[src/rtl/countdown_ctrl.sv]
// LED-bar countdown controller: self-timed tick, start/pause/abort/clear, sticky lockout on expiry.
// Optional build macro COUNTDOWN_BLINK_EN: bar blinks on every tick while EXPIRED.
module countdown_ctrl #(
   parameter int TICK_DIV = 25000000,
   parameter int N_LED    = 11
) (
   input  logic             CLOCK,
   input  logic             RESET,
   input  logic             start,
   input  logic             pause,
   input  logic             abort,
   input  logic             clear,
   output logic [N_LED-1:0] led,
   output logic [3:0]       remaining,
   output logic             busy,
   output logic             loa,
   output logic             expired
);

   localparam int             TW       = (TICK_DIV > 2) ? $clog2(TICK_DIV) : 1;
   localparam logic [TW-1:0]  TCNT_MAX = TW'(TICK_DIV - 1);
   localparam logic [3:0]     N_CNT    = 4'(N_LED);

   typedef enum logic [1:0] {S_IDLE, S_RUN, S_PAUSE, S_EXPIRED} state_t;

   state_t           state_q;
   logic [TW-1:0]    tcnt_q;
   logic [3:0]       rem_q;
   logic [N_LED-1:0] led_q;
   logic             busy_q;
   logic             loa_q;
   logic             exp_q;

   logic             tick;
   logic [TW-1:0]    tcnt_d;
   logic [3:0]       rem_d;

   function automatic logic [N_LED-1:0] thermo(input logic [3:0] n);
      logic [N_LED-1:0] t;
      for (int i = 0; i < N_LED; i++) t[i] = (i < int'(n));
      return t;
   endfunction

   assign tick   = (tcnt_q == TCNT_MAX);
   assign tcnt_d = tick ? '0 : tcnt_q + TW'(1);
   assign rem_d  = rem_q - 4'd1;

   // PAUSE with pause low behaves exactly like RUN, so a pause of P cycles delays expiry by P.
   always_ff @(posedge CLOCK) begin
      if (RESET) begin
         state_q <= S_IDLE;
         tcnt_q  <= '0;
         rem_q   <= '0;
         led_q   <= '0;
         busy_q  <= 1'b0;
         loa_q   <= 1'b0;
         exp_q   <= 1'b0;
      end else begin
         exp_q <= 1'b0;
         case (state_q)
            S_IDLE: begin
               if (start && !abort) begin
                  state_q <= S_RUN;
                  tcnt_q  <= '0;
                  rem_q   <= N_CNT;
                  led_q   <= '1;
                  busy_q  <= 1'b1;
               end
            end
            S_RUN, S_PAUSE: begin
               if (abort) begin
                  state_q <= S_IDLE;
                  tcnt_q  <= '0;
                  rem_q   <= '0;
                  led_q   <= '0;
                  busy_q  <= 1'b0;
               end else if (pause) begin
                  state_q <= S_PAUSE;
               end else begin
                  state_q <= S_RUN;
                  tcnt_q  <= tcnt_d;
                  if (tick) begin
                     if (rem_q > 4'd1) begin
                        rem_q <= rem_d;
                        led_q <= thermo(rem_d);
                     end else begin
                        state_q <= S_EXPIRED;
                        rem_q   <= '0;
                        led_q   <= '0;
                        busy_q  <= 1'b0;
                        loa_q   <= 1'b1;
                        exp_q   <= 1'b1;
                     end
                  end
               end
            end
            S_EXPIRED: begin
               if (clear) begin
                  state_q <= S_IDLE;
                  tcnt_q  <= '0;
                  led_q   <= '0;
                  loa_q   <= 1'b0;
               end else begin
`ifdef COUNTDOWN_BLINK_EN
                  tcnt_q <= tcnt_d;
                  if (tick) led_q <= ~led_q;
`else
                  tcnt_q <= '0;
`endif
               end
            end
            default: state_q <= S_IDLE;
         endcase
      end
   end

   assign led       = led_q;
   assign remaining = rem_q;
   assign busy      = busy_q;
   assign loa       = loa_q;
   assign expired   = exp_q;

endmodule
[config.mk]
export PLATFORM = sky130hd
export DESIGN_NAME = countdown_ctrl
export DESIGN_NICKNAME = d
export VERILOG_FILES = /design/src/rtl/countdown_ctrl.sv
export SDC_FILE = /design/constraint.sdc
export NUM_CORES = 1
export LEC_CHECK = 0
export CAP_MARGIN = 25
export CORE_ASPECT_RATIO = 1.25
export CORE_MARGIN = 2
export CORE_UTILIZATION = 35
export DETAILED_ROUTE_END_ITERATION = 8
export SYNTH_ARGS = -nofsm -noshare
export SYNTH_HDL_FRONTEND = slang
export SYNTH_SLANG_ARGS = --single-unit
export TNS_END_PERCENT = 30
[constraint.sdc]
create_clock -name CLOCK -period 2.55 [get_ports CLOCK]
set_clock_uncertainty 0.15 [all_clocks]
set_input_delay 0.51 -clock CLOCK [delete_from_list [all_inputs] [get_ports CLOCK]]
set_output_delay 0.51 -clock CLOCK [all_outputs]
set_load 0.005 [all_outputs]
==> results of run 1 <==
==> cell type report <==
cell class	count	area [um2]
clock buffer	7	86.3
clock inverter	1	30.0
fill	658	3640
inverter	16	60.1
multi-input combinational	199	1320
sequential	45	901
tap	87	109
timing repair buffer	37	335
==> logic make-up (layout without fill, tap and decap cells) <==
kind of cell,after synthesis,count (layout)
xor+xnor,25,25
simple gates,127,127
buf+inv,24,61
fa+ha+maj,7,7
flops,45,45
compound gates,40,40
==> critical path: cells and delay by family <==
family / cells / cell delay, ns
buffers and inverters: 2 / 0.63
AO/OA/AOI/OAI: 1 / 0.36
XOR/XNOR: 1 / 0.16
AND/OR/NAND/NOR: 3 / 0.64
==> power breakdown <==
part	switching (mW)	total, mW	internal, mW	leakage, nW
clock	0.233	0.553	0.320	0.0585
combinational	0.193	0.383	0.189	0.560
sequential	0.0313	0.777	0.746	0.366
==> path summary, 6_finish.rpt <==
kind | from | endpoint | cells after the start
max | abort | tcnt_q[12] | 7
min | led[1] | led[1] | 2
max reg2reg | tcnt_q[3] | led[3] | 5
min reg2reg | led[1] | led[1] | 2
==> layer usage <==
layer / GRT usage, % / vias to the layer above / share of wire (%)
li1: - / 1020 / -
met1: 17.0 / 948 / 45
met2: 27.5 / 32 / 50
met3: 3.41 / 13 / 3.3
met4: 6.21 / 0 / 2.5
met5: 0 / - / 0
==> cell usage in the layout (no fill, tap or decap), types with 3 or more instances in the layout <==
cell / Yosys / routed
dfxtp_1: 45 / 45
nor2_1: 39 / 39
clkdlybuf4s50_1: 0 / 23
nand2_1: 19 / 19
inv_1: 16 / 16
nand4_1: 14 / 14
buf_4: 2 / 14
xor2_1: 13 / 13
xnor2_1: 12 / 12
a221oi_1: 10 / 10
nand3_1: 7 / 7
nor3_1: 7 / 7
a21oi_1: 7 / 7
ha_1: 7 / 7
nand2b_1: 6 / 6
and2_1: 6 / 6
o21ai_0: 6 / 6
clkbuf_8: 0 / 6
nor4_1: 4 / 4
and3_1: 3 / 3
or2_2: 3 / 3
nor4b_1: 3 / 3
==> per-stage QoR <==
step | util (%) | cell area, um2
final | 43.8 | 2840
after global routing | 43.8 | 2840
after CTS | 43.8 | 2840
after detailed placement | 42.0 | 2720
after global placement | 42.0 | 2720
after floorplan | - | 2320
==> sequential cells by signal (all words and copies together), names as in the netlist <==
register,count
busy,1
expired,1
led,11
loa,1
remaining,4
state_q,2
tcnt_q,25
==> results by group, run 1 <==
Run status
  • Status: completed

Floorplanning
  • DIE WIDTH: 76.8 um
  • Io pins: 24
  • Die ar.: 0.00730 mm2
  • Core area: 0.00648 mm2
  • Initial Utilization: a little over a third
  • Die H: around 95 um
  • Row cnt: 33

Final layout
  • Share of cells above drive strength 1: 12.1%
  • Area delta synth->final: 22.4%
  • Non-Filler Instances: ~390
  • Nets: between 300 and 400
  • Diode count: 0

Timing
  • RSZ-0062 raised after global routing: false
  • Relative max-transition margin: roughly 58%
  • Final Cycle Share: 89.5%
  • Hold_ws: 0.316 ns
  • Final Max Slew Viols: 0
  • Setup WS post-layout: 0.267 ns
  • Slew @ Worst Pin: 0.625 ns
  • Fin. Hold Viols: 0
  • Final-report setup violation count: 0
  • Total negative slack: 0 ns
  • Final worst path period need: 2.28 ns
  • FMAX: 438 MHz

Synth
  • Mux contribution to synthesized area: 0%
  • Top-count cell post-synth: dfxtp_1
  • Flops & latches, synth: 45
  • Synth top area share: 38.8%
  • Async S/R FF share, synth: 0%
  • EDFF count, synth: 0
  • Top cells by count, synth: dfxtp_1, nor2_1, nand2_1
  • Mapped cell area: 0.00232 mm2
  • Ys Warns: 0
  • Seq/Total Area, Yosys: 38.8%
  • Syn avg cell area: 8.66 um2
  • Cells taking the most area after synthesis: dfxtp_1, nor2_1, xor2_1, xnor2_1, a221oi_1
  • Xor/xnor share of the synthesized area: 9.43%
  • Post-synthesis compound-gate area fraction: 13.5%
  • Post-Synth Adder-Cell Area: around 3.8%
  • Largest family of logic cells by synthesized area: simple AND/OR/NAND/NOR gates
  • Syn nets: about 280
  • Main flop type after synthesis: dfxtp_1
  • Synth unique cells: 48
  • Biggest area consumer among synthesized cells: dfxtp_1
  • Post-Synth Simple-Gate Area: 30.1%
  • Synth Instances: 268

Clock tree
  • Postcts setup bufs: 0
  • H-Tree Depth: 2
  • Root buffer selected by CTS: clkbuf_8
  • CTS resizes: 0
  • Num Clock Sinks: 45
  • CTS tree: done
  • Clk pin slew, worst setup/hold paths: 0.08 ns
  • Longest Clk Path Bufs: 2
  • Worst-Skew Late Latency: around 0.3 ns
  • CTS buffer count: 5
  • Hold-fix buffers at CTS: 0

Placed design
  • Inst Count DP: 384
  • Port-buffer cells: 23
  • Pre-CTS setup slack: -0.0113 ns
  • Routability congestion estimate: 0.857
  • Hpwl dp: ~3900 um

Global route
  • Initial antenna violation count: 0
  • Grt ovf: 0
  • Largest net degree at the start of global routing: 26
  • First-pass GRT wire length: 8890 um
  • Vias in the first global route: 1,934
  • GRT Util Overall: 15.1%

Route
  • First-pass iteration count of the detailed router: 4
  • WL final: about 5000 um
  • Per-cell routed wire length: 13.1 um
  • DR iter-0 viols: 70
  • DRC: 0
  • Routed vias: 2,013
  • Via density: a little over 5
  • ANT nets after route: 0

Setup path
  • Critical Path AT: 2.31 ns
  • Worst setup SP type: input port
  • Crit-path max cell delay: 0.46 ns
  • Required @ worst endpoint: 2.58 ns
  • Setup crit end kind: flip-flop
  • Slowest CP cell: clkdlybuf4s50_1
  • Flop2flop setup slack: 0.37 ns
  • CP cell instances: clkdlybuf4s50_1, nand2b_1, a22o_1, buf_4, nor4_1, xnor2_1, nor2_1
  • Critical path type: in -> reg
  • CP max FO: 6

Power and ir drop
  • Peak supply drop: 248 uV
  • PwrDens: about 600 mW/mm2
  • Total power: between 1.5 and 2 mW
  • Static Leak: 0.985 nW

Job
  • Max-cap violation count: 0

Worst hold path
  • Hold Crit Class: reg -> reg
(Power assumes the default switching activity.)
==> run 2: changes to the inputs <==
--- a/config.mk
+++ b/config.mk
@@ -8,8 +8,9 @@
 export CAP_MARGIN = 25
 export CORE_ASPECT_RATIO = 1.25
 export CORE_MARGIN = 2
-export CORE_UTILIZATION = 35
+export CORE_UTILIZATION = 55
 export DETAILED_ROUTE_END_ITERATION = 8
+export PLACE_DENSITY = 0.78
 export SYNTH_ARGS = -nofsm -noshare
 export SYNTH_HDL_FRONTEND = slang
 export SYNTH_SLANG_ARGS = --single-unit
==> run 2 against run 1 <==
Against the previous run: fmax grew 0.38%; combinational power is 2% lower; register-to-register slack got worse by 0.09 ns; first-iteration DRC count grew 33%; sequential cell count unchanged; design area shrank 3.1%; cell count down 9.4%.
==> results by group, run 2 (synthesis gave the netlist of run 1 again) <==
Route
  • Per-cell routed wire length: 14.3 um (+9.3%)
  • Via density: 5.76 (+12%)
  • DRC: 0 (unchanged)
  • DR iter-0 viols: 93 (+33%)
  • First-pass iteration count of the detailed router: 5 (+1)
  • WL final: 5070 um (-1.1%)
  • ANT nets after route: 0 (unchanged)
  • Routed vias: 2,044 (+1.5%)

Clock tree
  • Root buffer selected by CTS: clkbuf_8
  • CTS buffer count: 5 (unchanged)
  • Worst-Skew Late Latency: 0.30 ns (about the same)
  • CTS tree: done
  • Num Clock Sinks: 45 (unchanged)
  • H-Tree Depth: 2 (unchanged)
  • Postcts setup bufs: 0 (unchanged)
  • Clk pin slew, worst setup/hold paths: 0.08 ns (about the same)
  • Longest Clk Path Bufs: 2 (unchanged)
  • CTS resizes: 0 (unchanged)
  • Hold-fix buffers at CTS: 0 (unchanged)

Setup path
  • CP max FO: 8 (+2)
  • Required @ worst endpoint: 2.61 ns (+0.03 ns)
  • Crit-path max cell delay: 0.40 ns (-0.06 ns)
  • CP cell instances: inv_1, ha_1, nor2b_2, a22o_1, buf_4, nor2_1, nand2_1, a221oi_1
  • Worst R2R Path Depth: 8 (+3)
  • Critical Path AT: 2.33 ns (+0.02 ns)
  • Kind of cell adding the most delay to the critical path: compound AO/OA/AOI/OAI gates
  • Worst setup SP type: flip-flop
  • Critical path type: reg -> reg
  • Slowest CP cell: ha_1
  • Setup crit end kind: flip-flop
  • Number of buffers and inverters on the critical path: 2 (unchanged)
  • Crit. path cell count: 8 (+1)

Timing
  • Total negative slack: 0 ns (unchanged)
  • Final-report setup violation count: 0 (unchanged)
  • Final worst path period need: 2.27 ns (-0.00867 ns)
  • Final Max Slew Viols: 0 (unchanged)
  • RSZ-0062 raised after global routing: false
  • Fin. Hold Viols: 0 (unchanged)
  • Relative max-transition margin: 63.5% (+5.4 points)
  • Final Cycle Share: 89.2% (-0.34 points)
  • FMAX: 440 MHz (+0.38%)
  • Hold_ws: 0.312 ns (-0.00330 ns)
  • Slew @ Worst Pin: 0.544 ns (-0.0809 ns)

Power and ir drop
  • PwrDens: 606 mW/mm2 (+0.43%)
  • Peak supply drop: 361 uV (+45%)
  • Static Leak: 0.955 nW (-3.0%)

Floorplanning
  • Initial Utilization: 57.1% (+21 points)
  • Io pins: 24 (unchanged)
  • Die H: 76.6 um (-19%)
  • Row cnt: 26 (-21%)
  • Die ar.: 0.00476 mm2 (-35%)
  • Core area: 0.00407 mm2 (-37%)
  • DIE WIDTH: 62.1 um (-19%)

Worst hold path
  • Hold Crit Class: reg -> reg
  • Hold path cells: 2 (unchanged)

Final layout
  • Diode count: 0 (unchanged)
  • Most frequent cells in the layout: dfxtp_1, nor2_1, clkdlybuf4s50_1
  • Fillers: 352 (-47%)
  • Commonest non-fill, non-tap cell in the layout: dfxtp_1
  • Area of the multi-input gates: 0.00132 mm2 (unchanged)
  • Share of cells above drive strength 1: 10.7% (-1.4 points)
  • Non-Filler Instances: 355 (-9.4%)
  • Register area: 901 um2 (unchanged)
  • Reg with most FFs: tcnt_q
  • Largest register FFs: 25 (unchanged)
  • Area delta synth->final: 18.5%
  • Nets: 312 (-1.6%)
  • Post-layout util: 67.7% (+24 points)

Global route
  • First-pass GRT wire length: 8470 um (-4.7%)
  • GRT Util Overall: 22.1% (+7.1 points)
  • Vias in the first global route: 1,940 (+0.31%)
  • Largest net degree at the start of global routing: 26 (unchanged)
  • Initial antenna violation count: 0 (unchanged)
  • Grt ovf: 0 (unchanged)

Placed design
  • Port-buffer cells: 23 (unchanged)
  • Hpwl dp: 3810 um (-2.1%)
  • Inst Count DP: 348 (-9.4%)
  • Routability congestion estimate: 0.846 (-1.2%)

Run status
  • Status: completed

Job
  • Max-cap violation count: 0 (unchanged)
[run 2: cell count changes in the layout (fill, tap and decap cells not counted)]
cell      previous run  this run
clkbuf_1             1         0
clkinv_2             0         1
buf_4               14         9
clkbuf_8             6         5
[run 2: worst reg2reg max path, stage by stage, from the launching register on]
cell and delay, ns:
dfxtp_1 0.36, inv_1 0.07, ha_1 0.40, nor2b_2 0.22, a22o_1 0.28, buf_4 0.18
nor2_1 0.13, nand2_1 0.09, a221oi_1 0.31
[run 2: per-layer routing]
metal,global-route usage (%),wire length [um]
met2,40.4,2780
met5,0,0
met1,23.8,2060
met4,12.0,102
met3,4.28,130
[run 2: final timing paths]
path / slack (ns) / from / to
worst max-delay path: 0.28 / state_q[0] / remaining[0]
worst min register to register: 0.31 / led[7] / led[7]
worst min-delay path: 0.31 / led[7] / led[7]
worst max register to register: 0.28 / state_q[0] / remaining[0]
[run 2: report_power, final]
group / switching [mW] / internal, mW / leakage (nW)
sequential: 0.0316 / 0.746 / 0.366
clock: 0.229 / 0.285 / 0.0540
combinational: 0.193 / 0.181 / 0.535
[run 2: final cells by class]
cell class / count / share of cell area (%)
clock buffers: 5 / 2.50
clock inverters: 2 / 1.27
inverters: 16 / 2.18
multi-input cells: 199 / 47.9
flip-flops and latches: 45 / 32.7
well taps: 56 / 2.55
repair buffers: 32 / 10.8
[run 2: metrics by stage]
step	setup WS [ns]	instance area [um2]	power (mW)
after detailed placement	0.0546	2650	1.17
after floorplan	0.434	2320	1.02
after global placement	0.119	2650	1.16
after CTS	0.279	2750	1.68
after global routing	0.112	2750	1.76
final	0.276	2750	1.67
==> run 3: changes to the inputs <==
==> constraint.sdc (replaced) <==
create_clock -name CLOCK -period 2.55 [get_ports CLOCK]
set_clock_uncertainty 0.15 [all_clocks]
set_input_delay 0.51 -clock CLOCK [delete_from_list [all_inputs] [get_ports CLOCK]]
set_output_delay 0.51 -clock CLOCK [all_outputs]
set_load 0.02 [all_outputs]
==> results of run 3 <==
Same layout as run 2 (identical final DEF). Status: completed.
Main changes from that run: total power 1.67 mW -> 1.71 mW
